[config.mk]
export PLATFORM = sky130hd
export DESIGN_NAME = dff_write_arbiter
export DESIGN_NICKNAME = d
export VERILOG_FILES = /design/src/rtl/dff_write_arbiter_pkg.sv /design/src/rtl/dff_write_arbiter_rr_pick.sv /design/src/rtl/dff_write_arbiter.sv
export SDC_FILE = /design/constraint.sdc
export NUM_CORES = 1
export LEC_CHECK = 0
export CAP_MARGIN = 20
export CORE_MARGIN = 2
export CORE_UTILIZATION = 30
export CTS_CLUSTER_SIZE = 25
export DETAILED_ROUTE_END_ITERATION = 6
export DONT_BUFFER_PORTS = 1
export PLACE_DENSITY = 0.43
export SLEW_MARGIN = 30
export SYNTH_ARGS = -nofsm -noshare
export SYNTH_HDL_FRONTEND = slang
export SYNTH_SLANG_ARGS = --single-unit
[constraint.sdc]
create_clock -name clk -period 1.5 [get_ports clk]
set_input_delay 0.3 -clock clk [delete_from_list [all_inputs] [get_ports clk]]
set_output_delay 0.3 -clock clk [all_outputs]
set_load 0.005 [all_outputs]
[src/rtl/dff_write_arbiter_pkg.sv]
// Shared types and default sizing for the round-robin write arbiter.
package dff_write_arbiter_pkg;

    typedef enum logic [1:0] {
        ST_IDLE     = 2'd0,
        ST_WRITE    = 2'd1,
        ST_COOLDOWN = 2'd2
    } state_e;

    localparam int N_DEF   = 4;
    localparam int W_DEF   = 8;
    localparam int GAP_DEF = 1;
    localparam int GAP_W   = 4;

endpackage

[src/rtl/dff_write_arbiter_rr_pick.sv]
// Round-robin picker: first asserted request scanning upward from ptr, wrapping at N-1.
module rr_pick
    import dff_write_arbiter_pkg::*;
#(
    parameter  int N  = N_DEF,
    localparam int PW = $clog2(N)
) (
    input  logic [N-1:0]  req_i,
    input  logic [PW-1:0] ptr_i,
    output logic [PW-1:0] idx_o,
    output logic          any_o
);

    int k;

    always_comb begin
        idx_o = '0;
        any_o = 1'b0;
        k     = 0;
        for (int i = 0; i < N; i++) begin
            k = int'(ptr_i) + i;
            if (k >= N) k = k - N;
            if (!any_o && req_i[k]) begin
                any_o = 1'b1;
                idx_o = PW'(k);
            end
        end
    end

endmodule

[src/rtl/dff_write_arbiter.sv]
// Round-robin write arbiter in front of one shared W-bit register.
// States: IDLE waits for requests, WRITE commits or aborts the owner's write, COOLDOWN enforces GAP idle cycles.
module dff_write_arbiter
    import dff_write_arbiter_pkg::*;
#(
    parameter int N   = N_DEF,
    parameter int W   = W_DEF,
    parameter int GAP = GAP_DEF
) (
    input  logic           clk,
    input  logic           rst,
    input  logic [N-1:0]   req,
    input  logic [N*W-1:0] wdata,
    output logic [N-1:0]   gnt,
    output logic [N-1:0]   ack,
    output logic [W-1:0]   q,
    output logic           valid,
    output logic           busy
);

    localparam int PW = $clog2(N);

    state_e             state_q, state_d;
    logic [PW-1:0]      ptr_q, ptr_d;
    logic [PW-1:0]      owner_q, owner_d;
    logic [N-1:0]       gnt_q, gnt_d;
    logic [N-1:0]       ack_q, ack_d;
    logic [W-1:0]       data_q, data_d;
    logic               valid_q, valid_d;
    logic [GAP_W-1:0]   gap_q, gap_d;

    logic [PW-1:0]      pick_idx;
    logic               pick_any;

    rr_pick #(.N(N)) u_pick (
        .req_i (req),
        .ptr_i (ptr_q),
        .idx_o (pick_idx),
        .any_o (pick_any)
    );

    always_comb begin
        state_d = state_q;
        ptr_d   = ptr_q;
        owner_d = owner_q;
        gnt_d   = '0;
        ack_d   = '0;
        data_d  = data_q;
        valid_d = valid_q;
        gap_d   = gap_q;
        case (state_q)
            ST_IDLE: begin
                if (pick_any) begin
                    owner_d = pick_idx;
                    gnt_d   = N'(1) << pick_idx;
                    state_d = ST_WRITE;
                end
            end
            ST_WRITE: begin
                // Owner dropping its request here is an abort: nothing stored, pointer kept.
                if (req[owner_q]) begin
                    data_d  = wdata[owner_q*W +: W];
                    valid_d = 1'b1;
                    ack_d   = N'(1) << owner_q;
                    ptr_d   = (owner_q == PW'(N-1)) ? '0 : owner_q + 1'b1;
                end
                if (GAP == 0) begin
                    state_d = ST_IDLE;
                end else begin
                    state_d = ST_COOLDOWN;
                    gap_d   = GAP_W'(GAP);
                end
            end
            ST_COOLDOWN: begin
                gap_d = gap_q - 1'b1;
                if (gap_q == GAP_W'(1)) state_d = ST_IDLE;
            end
            default: state_d = ST_IDLE;
        endcase
    end

    always_ff @(posedge clk or negedge rst) begin
        if (!rst) begin
            state_q <= ST_IDLE;
            ptr_q   <= '0;
            owner_q <= '0;
            gnt_q   <= '0;
            ack_q   <= '0;
            data_q  <= '0;
            valid_q <= 1'b0;
            gap_q   <= '0;
        end else begin
            state_q <= state_d;
            ptr_q   <= ptr_d;
            owner_q <= owner_d;
            gnt_q   <= gnt_d;
            ack_q   <= ack_d;
            data_q  <= data_d;
            valid_q <= valid_d;
            gap_q   <= gap_d;
        end
    end

    assign gnt   = gnt_q;
    assign ack   = ack_q;
    assign q     = data_q;
    assign valid = valid_q;
    assign busy  = (state_q != ST_IDLE);

endmodule
# Word level (Yosys, flattened, before mapping)
# Cells that the tools add are included.
[word_totals]
regBits = 27
output_inout_bits = 18
[op_classes]
shift = 3
eq_ne = 6
n_reduce_logical = 12
muxes = 35
n_addsub = 9
order_cmp = 9
[op_table]
columns = ["op", "count"]
rows = [
  ["$lt A32 B4 Y1 const B", 4],
  ["$mux W32", 4],
  ["$ge A32 B4 Y1 const B", 3],
  ["$sub A32 B4 Y32 const B", 3],
  ["$shiftx A32 B6 Y8", 1],
  ["$mux W4", 4],
  ["$mux W2", 7],
  ["$mux W1", 13],
  ["$bmux W1 S2", 5],
  ["$pmux W4 S2", 1],
  ["$shl A1 B2 Y4 const A", 2],
  ["$add A2 B2 Y3 const B", 2],
  ["$pmux W2 S3", 1],
  ["$reduce_and A2 Y1", 3],
  ["$eq A2 B2 Y1 const B", 2],
  ["$eq A4 B1 Y1 const B", 1],
  ["$ne A2 B2 Y1 const B", 2],
  ["$reduce_bool A2 Y1", 2],
  ["$sub A2 B3 Y4 const B", 1],
  ["$sub A4 B1 Y4 const B", 1],
  ["$add A2 B1 Y3 const B", 1],
  ["$ge A2 B3 Y1 const B", 1],
  ["$logic_and A1 B1 Y1", 3],
  ["$logic_not A1 Y1", 3],
  ["other kinds (4)", 4],
]

# Depth between registers and ports, before layout
# Gate-level depths: netlist of the first run.
[depth]
ltp_word = 18
mapped_depth = 7
depth_no_buf = 6

# By module
# Synthesis of the first run repeated with hierarchy kept, for this count alone.
[unflattened]
hier_cells = 121
hier_area_um2 = 1492.7
[modules_own_cells]
columns = ["mod", "n_inst", "seq_area_each_um2", "area_each_um2", "cells_each"]
rows = [
  ["dff_write_arbiter", 1, 675.6, 1415.1, 106],
  ["rr_pick", 1, 0.0, 77.6, 15],
]

# Least setup slack after synthesis of the first run
# No wires, ideal clock.
[synth_timing]
path_kind = "reg2reg"
from = "register state_q[1]"
to = "register data_q[1], in the netlist q[1]"
required_time_ns = 1.375
arrival_time_ns = 1.436
path_stages_with_launch = 7
n_path_buf = 1
synth_period_minus_slack_ns = 1.561
path_slack_ns = -0.061
cell_sequence = "dfrtp_1 > inv_1 > ha_1 > nand2_1 > o22ai_4 > buf_6 > mux2_4"
[synth_between]
elab_chain_cells = 2
[synth_lines]
columns = ["item", "line", "source"]
rows = [
  ["start: declaration", "dff_write_arbiter.sv:23", "state_e state_q, state_d;"],
  ["start signal: assignment", "dff_write_arbiter.sv:93", "state_q <= state_d;"],
  ["$eq A2 B1 Y1", "dff_write_arbiter.sv:51", "case (state_q)"],
  ["$reduce_and A2 Y1 (no line)", "--", ""],
  ["end signal: assignment", "dff_write_arbiter.sv:98", "data_q <= data_d;"],
  ["end: declaration", "dff_write_arbiter.sv:28", "logic [W-1:0] data_q, data_d;"],
]
# No other way between the ends.
# A chain may end at the register's enable or synchronous reset.

# Worst setup path in the final report of the first run
[layout_timing]
from = "register owner_q[0]"
to = "register data_q[0], in the netlist q[0]"
[layout_between]
elab_chain_cells = 3
[layout_lines]
columns = ["item", "line", "source"]
rows = [
  ["start: declaration", "dff_write_arbiter.sv:25", "logic [PW-1:0] owner_q, owner_d;"],
  ["start signal: assignment", "dff_write_arbiter.sv:95", "owner_q <= owner_d;"],
  ["parallel branches: the longest is 3 deep, another holds $shiftx A32 B6 Y8", "--", ""],
]
# Parallel ways; which one is timed is not known. The select of a mux whose other input is x is not followed.

==> results of run 1 <==
routing by layer:
metal	up-vias	GRT usage, %
li1	443	-
met1	451	12.1
met2	28	19.6
met3	2	2.85
met4	0	2.42
met5	-	0
critical path, stage by stage (launching register included):
cell and delay [ns]:
dfrtp_1 0.43, buf_6 0.15, nand2b_4 0.14, o22ai_4 0.20
buf_12 0.18, mux2_4 0.30
timing repair:
item,4_1_cts,5_1_grt
endpoints found under the setup margin,9,13
resized for setup,12,10
hold endpoints to repair,27,0
gates cloned,1,0
setup buffers,3,0
pin swaps,2,1
hold buffers,2,0
power by group through the flow:
stage,Sequential [mW],Combinational [mW],Clock [mW]
2_1_floorplan,1.19,1.14,0
3_3_place_gp,1.23,1.44,0
3_5_place_dp,1.23,1.47,0
4_1_cts,1.23,1.77,0.438
5_1_grt,1.27,1.98,0.489
6_report,1.23,1.81,0.409
cell type report:
cell class	instances	area share (%)
clock buffers	3	2.30
clock inverters	1	0.279
inverters	9	1.89
multi-input cells	77	44.3
flip-flops and latches	27	37.7
well taps	67	4.68
repair buffers	14	8.80
flip-flops by register name (all words and copies together), names as in the netlist:
signal   count
ptr_q        2
q            8
valid        1
state_q      2
ack          4
gnt          4
owner_q      2
gap_q        4
cell usage in the layout, fill, tap and decap left out, types with 2 or more instances in the layout:
cell	synthesis	final
mux2i_1	3	3
and2_1	4	4
nor2_1	2	2
nand3_1	3	3
nor3_1	2	2
a21oi_1	5	4
clkbuf_8	0	3
nor3b_1	3	3
o21a_1	3	3
mux2_4	5	9
ha_4	0	2
nand2_1	7	6
buf_12	0	2
dfrtp_1	27	27
inv_1	9	5
buf_4	0	8
mux4_2	7	8
buf_6	2	2
o21ai_0	9	9
ha_1	9	7
inv_2	0	4
cells by family after synthesis:
kind of cell / Yosys count / synth area share, %
adders and majority gates: 9 / 7.67
buffers and inverters: 12 / 4.09
AOI/OAI and AO/OA: 20 / 8.69
and+or+nand+nor: 27 / 10.1
DFF: 27 / 46.0
muxes: 21 / 23.5
worst max-delay path by stage:
stage / start / end
2_1_floorplan: state_q[1] / q[1]
3_3_place_gp: state_q[1] / ptr_q[1]
3_5_place_dp: state_q[1] / q[6]
4_1_cts: state_q[1] / q[0]
5_1_grt: state_q[1] / q[0]
6_report: owner_q[0] / q[0]
==> results.toml, run 1 <==
[pwr]
power.share.combinational_pct = 52.4
worst_ir_drop_vdd_mv = 0.575
internal_power_mw = 2.24
switching_share_pct = 35.0
p_switching_mw = 1.21
pwr-share-clk_pct = 11.9
pwr-share-seq_pct = 35.8
power_density_nw_per_um2 = 1930
p_leak_nw = 0.776
power_mw = 3.45

[placed_design]
placed_area_um2 = 1610
gp_congestion = 0.648
place_inst = 189
dp_worst_setup_slack_ns = -0.0337
hpwl_mm = 2.11
numPortBuffers = 0

[clock_network]
cts_made_buffers = 3
clk_pin_slew_ns = 0.10
clkLatencyLatePin_ns = 0.27
cts_tree = "built"
cts.sinks = 27
cts_max_level = 1
ctsRootBufferMaster = "clkbuf_8"
max-clock-path-buffers = 2

[global_route]
grt_pass1_vias = 905
grt_pass1_wl_mm = 4.35
gr-total-overflow = 0
grt_usage_pct = 10.6
grt_max_degree = 28
antenna_found_initial = 0

[timing]
fin_skew_ns = 0.00870
drv_slew = 0
hold_viol = 0
holdWs_ns = 0.313
period_minus_slack_ns = 1.51
worst_slew_pin_slew_ns = 0.299
rsz0062_at_grt = "yes"
layout_setup_ws_ns = -0.00935
max_freq_ghz = 0.663
setup_tns_ns = -0.00961
maxSlewHeadroom_pct = 79.9
setup_viol = 2
post-route-period-util_pct = 101

[worst_setup_path]
crit_fanout = 8
critPathLaunchType = "flop"
critical_path_class = "flop to flop"
worstPathArrival_ns = 1.66
cp.required_ns = 1.65
reg2reg_depth = 5
timing.rr.start = "owner_q[0]"
reg2reg_slack_ns = -0.009
r2r_end = "q[0]"
crit_path_end_kind = "flop"

[drt]
drt-pass1-iter-count = 4
vias = 924
drtIter0Drc = 20
route.met3.wl_um = 150
avgViaCountPerCell = 4.67
wl_mm = 2.95
top_layer_used = "met4"
avgRoutedWirePerCell_um = 14.9
wl_met2_mm = 1.57
wl_met1_mm = 1.21
antenna_left = 0
drc = 0

[yosys]
ys.flop_type = "dfrtp_1"
synth_cells = 116
synth_edf_count = 0
ys_warn_count = 0
ys_seq_area_share_pct = 46.0
syn_nets = 163
syn_area_per_cell_um2 = 12.7
yosys.area.top_type_share_pct = 46.0
ys_types = 27
synthTopCellsByCount = "dfrtp_1 (27), ha_1 (9), inv_1 (9), o21ai_0 (9)"
ys_ff_latch = 27
synth_area_leaders = "dfrtp_1 (46%), mux4_2 (11%), ha_1 (7.7%), mux2_4 (5.1%), mux2_2 (3.8%)"
synth_area_um2 = 1470
synthMostInstantiatedCell = "dfrtp_1"
async_flop_share_pct = 100
synth_area_leader_cell = "dfrtp_1"

[outcome]
status = "finished with violations"
violations = "setup timing"

[floorplan]
initial_core_util_pct = 31.1
ios = 56
core.rowCount = 25
die-area_um2 = 5470
core-area_um2 = 4720
die_h_um = 74.0
die_x_um = 74.0

[job]
maxCapViolCount = 0

[cells_and_area]
n_antenna_cell = 0
multi_input_area_um2 = 795
area_growth_pct = 22.0
fin_nets = 179
finalNonFillerCells = 198
seq_area_um2 = 676
final_util_pct = 37.9
drive_gt1_share_pct = 35.9
n_fill_cell = 447
stdcell_area_um2 = 1790

[worst_hold_path]
hold_path_class = "input pin to flop"
hold_depth = 2
worstHoldStart = "req[3]"
timing.hold.worst_endpoint = "gnt[1]"
No activity file was read; power rests on OpenSTA's default activity.
==> run 2: changes to the inputs <==
- CELL_PAD_IN_SITES_DETAIL_PLACEMENT: not set -> 0
- CELL_PAD_IN_SITES_GLOBAL_PLACEMENT: not set -> 2
- CORE_MARGIN: 2 -> 1.5
- PLACE_DENSITY: 0.43 -> 0.63
==> run 2 against run 1 <==
The flow still finishes with violations (setup timing). Register-to-register slack is essentially flat. Sequential power is essentially flat. Combinational power shrank 5%. First-iteration DRC count grew to 2.6 times the previous value. Highest routed layer unchanged.
==> results.toml, run 2 (synthesis gave the netlist of run 1 again) <==
[pwr]
p_switching_mw = 1.18
internal_power_mw = 2.18
power_density_nw_per_um2 = 1890
pwr-share-clk_pct = 12.1
power_mw = 3.36
worst_ir_drop_vdd_mv = 0.576
power.share.combinational_pct = 51.3
switching_share_pct = 35.0
p_leak_nw = 0.779
pwr-share-seq_pct = 36.6

[timing]
setup_viol = 3
rsz0062_at_grt = "yes"
post-route-period-util_pct = 101
max_freq_ghz = 0.663
worst_slew_pin_slew_ns = 0.351
fin_skew_ns = 0.00909
layout_setup_ws_ns = -0.00832
hold_viol = 0
setup_tns_ns = -0.0148
period_minus_slack_ns = 1.51
drv_slew = 0
maxSlewHeadroom_pct = 76.6

[floorplan]
die-area_um2 = 5330
die_x_um = 73.0
initial_core_util_pct = 31.1
ios = 56
die_h_um = 73.0
core.rowCount = 25
core-area_um2 = 4720

[cells_and_area]
n_antenna_cell = 0
drive_gt1_share_pct = 33.3
stdcell_area_um2 = 1780
finalNonFillerCells = 199
largest_register_ffs = 8
layout_common_cells = "dfrtp_1 (27), buf_4 (11), mux2_4 (9), o21ai_0 (9), ha_1 (8)"
area_growth_pct = 21.2
fin_nets = 180
final_common_cell = "dfrtp_1"

[worst_hold_path]
hold_depth = 2
timing.hold.worst_endpoint = "gnt[1]"
hold_path_class = "input pin to flop"
worstHoldStart = "req[2]"

[clock_network]
cts_max_level = 1
cts_tree = "built"
clk_pin_slew_ns = 0.10
ctsRootBufferMaster = "clkbuf_8"
cts.sinks = 27
clkLatencyLatePin_ns = 0.27
max-clock-path-buffers = 2
cts_made_buffers = 3

[placed_design]
place_inst = 190
placed_area_um2 = 1610
gp_congestion = 0.738
numPortBuffers = 0
hpwl_mm = 2.17

[worst_setup_path]
critPathMaxStageDelay_ns = 0.40
cpMaxStageDelayCell = "dfrtp_1"
cp.required_ns = 1.65
worstPathArrival_ns = 1.66
critical_path_class = "flop to flop"
r2r_end = "q[1]"
reg2reg_depth = 6
crit_fanout = 8
critPathLaunchType = "flop"
timing.rr.start = "state_q[1]"
path_cells = "inv_2, ha_4, nand2_4, o22ai_4, buf_12, mux2_4"
crit_path_end_kind = "flop"
reg2reg_slack_ns = -0.008

[global_route]
gr-total-overflow = 0
antenna_found_initial = 0
grt_usage_pct = 11.9
grt_max_degree = 28
grt_pass1_wl_mm = 4.82
grt_pass1_vias = 1003

[drt]
drt-pass1-iter-count = 4
vias = 930
drc = 0
drtIter0Drc = 52
avgRoutedWirePerCell_um = 14.9
wl_mm = 2.97
avgViaCountPerCell = 4.67
antenna_left = 0

[outcome]
status = "finished with violations"
violations = "setup timing"

[job]
maxCapViolCount = 0
## run 2: changes by cell type in the layout (fill, tap and decap cells not counted), sizes merged
cell  delta
buf      +1
## run 2: final cells by class
cell class | instances | area, um2
flip-flops and latches | 27 | 676
multi-input cells | 77 | 783
inverters | 9 | 33.8
fillers | 471 | 2940
clock inverters | 1 | 5.00
clock buffers | 3 | 41.3
repair buffers | 15 | 158
well taps | 67 | 83.8
## run 2: routing by layer
layer | global-route usage, % | share of wire (%) | vias up
met2 | 18.1 | 46 | 29
met4 | 3.98 | 0.88 | 0
met3 | 3.45 | 6.1 | 2
met1 | 16.2 | 47 | 452
li1 | - | - | 447
met5 | 0 | 0 | -
## run 2: how the worst max path moves through the flow
stage                           from       end  slack (ns)
after global routing      state_q[1]      q[1]       -0.06
final                     state_q[1]      q[1]      -0.008
after floorplan           state_q[1]      q[1]       -0.03
after CTS                 state_q[1]  ptr_q[1]       -0.06
after global placement    state_q[1]      q[6]        0.02
after detailed placement  state_q[1]      q[0]       -0.05
## run 2: worst max-delay path: cells and delay by family (launching register included)
family	cells	cell delay [ns]
compound gates	1	0.21
fa+ha+maj	1	0.17
buf+inv	2	0.26
flops	1	0.40
mux	1	0.30
simple gates	1	0.06
## run 2: per-stage QoR
| step | setup WS, ns | hold WS, ns | util (%) |
|---|---|---|---|
| final | -0.00832 | 0.297 | 37.7 |
| after global routing | -0.0598 | 0.321 | 37.7 |
| after CTS | -0.0554 | 0.296 | 37.6 |
| after detailed placement | -0.0463 | 0.00537 | 34.2 |
| after global placement | 0.0235 | 0.00554 | 34.2 |
| after floorplan | -0.0331 | 0.00441 | - |
## run 2: what timing repair did
item                       in CTS  in global routing
setup endpoints to repair       9                 12
hold buffers                    2                  0
buffers inserted                2                  0
hold endpoints to repair       27                  0
pin swaps                       2                  1
cloned                          1                  0
gates resized for setup        11                  4
## run 2: power by group through the flow
stage	Sequential (mW)	Combinational [mW]	Clock, mW
after floorplan	1.19	1.14	0
after CTS	1.23	1.76	0.432
final	1.23	1.72	0.407
after detailed placement	1.22	1.48	0
after global routing	1.27	1.92	0.463
after global placement	1.23	1.45	0
==> run 3: changes to the inputs <==
- PLACE_DENSITY: 0.63 -> 0.66
==> run 3 against run 2 <==
The run now ends clean. Critical path depth is 2 lower. Count of clock-buffer cells in the layout is 1 higher. Via count is 4.0% higher. Core utilization is 2.2 points higher. Global-route usage is 0.56 points lower. Die area stayed put. Maximum frequency is 0.93% higher. Routed wire length is 2.7% higher. Design area is 5.8% higher. Register-to-register slack hardly changed. Clock power hardly changed. Power is 7.9% higher. Critical path type unchanged.
==> results.toml, run 3 (synthesis gave the netlist of run 1 again) <==
[worst_setup_path]
critPathLaunch = "owner_q[1]"
cpMaxStageDelayCell = "dfrtp_2"
critPathLaunchType = "flop"
critPathMaxStageDelay_ns = 0.47
path_cells = "mux2i_4, o22ai_4, clkbuf_16, mux2_4"
cpLargestDelayFamily = "multiplexers"
worstPathArrival_ns = 1.65
reg2reg_slack_ns = 0.006
critical_path_class = "flop to flop"
crit_fanout = 5
reg2reg_depth = 4
crit_cells = 4
cp.required_ns = 1.66
crit_path_end_kind = "flop"
timing.rr.start = "owner_q[1]"
timing.critical_path.to = "q[4]"
r2r_end = "q[4]"
crit_buf_inv = 1

[cells_and_area]
drive_gt1_share_pct = 40.4
stdcell_area_um2 = 1880
fin_nets = 184
area_growth_pct = 28.2
n_antenna_cell = 0
layout_common_cells = "dfrtp_1 (25), buf_4 (13), mux2_4 (10)"
final_common_cell = "dfrtp_1"
largest_register_ffs = 8
final_util_pct = 39.9

[pwr]
pwr-share-clk_pct = 11.2
p_leak_nw = 0.804
internal_power_mw = 2.39
power.share.combinational_pct = 54.2
worst_ir_drop_vdd_mv = 1.09
power_density_nw_per_um2 = 1920
p_switching_mw = 1.24
switching_share_pct = 34.2
power_mw = 3.62
pwr-share-seq_pct = 34.6

[clock_network]
ctsRootBufferMaster = "clkbuf_8"
cts_max_level = 1
clkLatencyLatePin_ns = 0.27
cts.sinks = 27
cts_tree = "built"
max-clock-path-buffers = 2
clk_pin_slew_ns = 0.09
cts_made_buffers = 3

[timing]
fin_skew_ns = 0.00392
post-route-period-util_pct = 99.6
max_freq_ghz = 0.669
setup_viol = 0
worst_slew_pin_slew_ns = 0.375
maxSlewHeadroom_pct = 75.0
hold_viol = 0
period_minus_slack_ns = 1.49
rsz0062_at_grt = "yes"
drv_slew = 0
holdWs_ns = 0.333
setup_tns_ns = 0

[floorplan]
die-area_um2 = 5330
core-area_um2 = 4720
initial_core_util_pct = 31.1
die_h_um = 73.0
ios = 56
die_x_um = 73.0
core.rowCount = 25

[global_route]
antenna_found_initial = 0
grt_pass1_vias = 974
grt_pass1_wl_mm = 4.55
gr-total-overflow = 0
grt_usage_pct = 11.3
grt_max_degree = 28

[drt]
vias = 967
drtIter0Drc = 18
antenna_left = 0
avgRoutedWirePerCell_um = 15.0
avgViaCountPerCell = 4.76
drc = 0
wl_mm = 3.05
drt-pass1-iter-count = 4

[worst_hold_path]
hold_path_class = "input pin to flop"

[job]
maxCapViolCount = 0

[placed_design]
gp_congestion = 0.706
hpwl_mm = 2.18
placed_area_um2 = 1630
numPortBuffers = 0

[outcome]
status = "complete, no violations"
## run 3: repair_timing
item | in CTS | in global routing
gates resized for setup | 18 | 14
hold buffers | 2 | 0
pin swaps | 1 | 2
gates cloned | 1 | 0
hold endpoints to repair | 27 | 0
endpoints found under the setup margin | 9 | 14
setup buffers | 4 | 2
## run 3: per-stage QoR
step,instances,setup slack [ns]
5_1_grt,203,-0.0699
3_3_place_gp,190,-0.0184
6_report,203,0.00551
4_1_cts,201,-0.0305
3_5_place_dp,190,-0.0720
2_1_floorplan,116,-0.0331
## run 3: worst min-delay path by stage
stage / from / to / slack [ns] / depth (start not counted)
6_report: req[2] / gnt[1] / 0.33 / 2
5_1_grt: req[2] / gnt[1] / 0.33 / 2
4_1_cts: req[2] / gnt[1] / 0.32 / 2
3_5_place_dp: rst / ack[2] / 0.005 / 0
3_3_place_gp: rst / valid / 0.005 / 0
2_1_floorplan: rst / ack[0] / 0.004 / 0
## run 3: area by class of cell
class / instances / area (um2)
fill: 451 / 2840
clock buffer: 4 / 45.0
inverter: 9 / 36.3
tap: 67 / 83.8
timing repair buffer: 19 / 204
multi-input combinational: 77 / 836
sequential: 27 / 678
## run 3: worst register-to-register path, cell delays in order, from the launching register on
cell	delay, ns
dfrtp_2	0.47
mux2i_4	0.21
o22ai_4	0.24
clkbuf_16	0.19
mux2_4	0.29
## run 3: power by group through the flow
| stage | Sequential, mW | Clock (mW) | Combinational [mW] |
|---|---|---|---|
| floorplan | 1.19 | 0 | 1.14 |
| global placement | 1.23 | 0 | 1.47 |
| detailed placement | 1.23 | 0 | 1.51 |
| CTS | 1.24 | 0.435 | 1.83 |
| global route | 1.29 | 0.458 | 2.13 |
| finish | 1.25 | 0.405 | 1.97 |
## run 3: layer usage
| metal | global-route usage (%) | vias to the layer above | routed length, um |
|---|---|---|---|
| met5 | 0 | - | 0 |
| met2 | 20.9 | 29 | 1600 |
| met3 | 3.59 | 2 | 144 |
| met4 | 2.73 | 0 | 21 |
| met1 | 12.6 | 479 | 1280 |
| li1 | - | 457 | - |
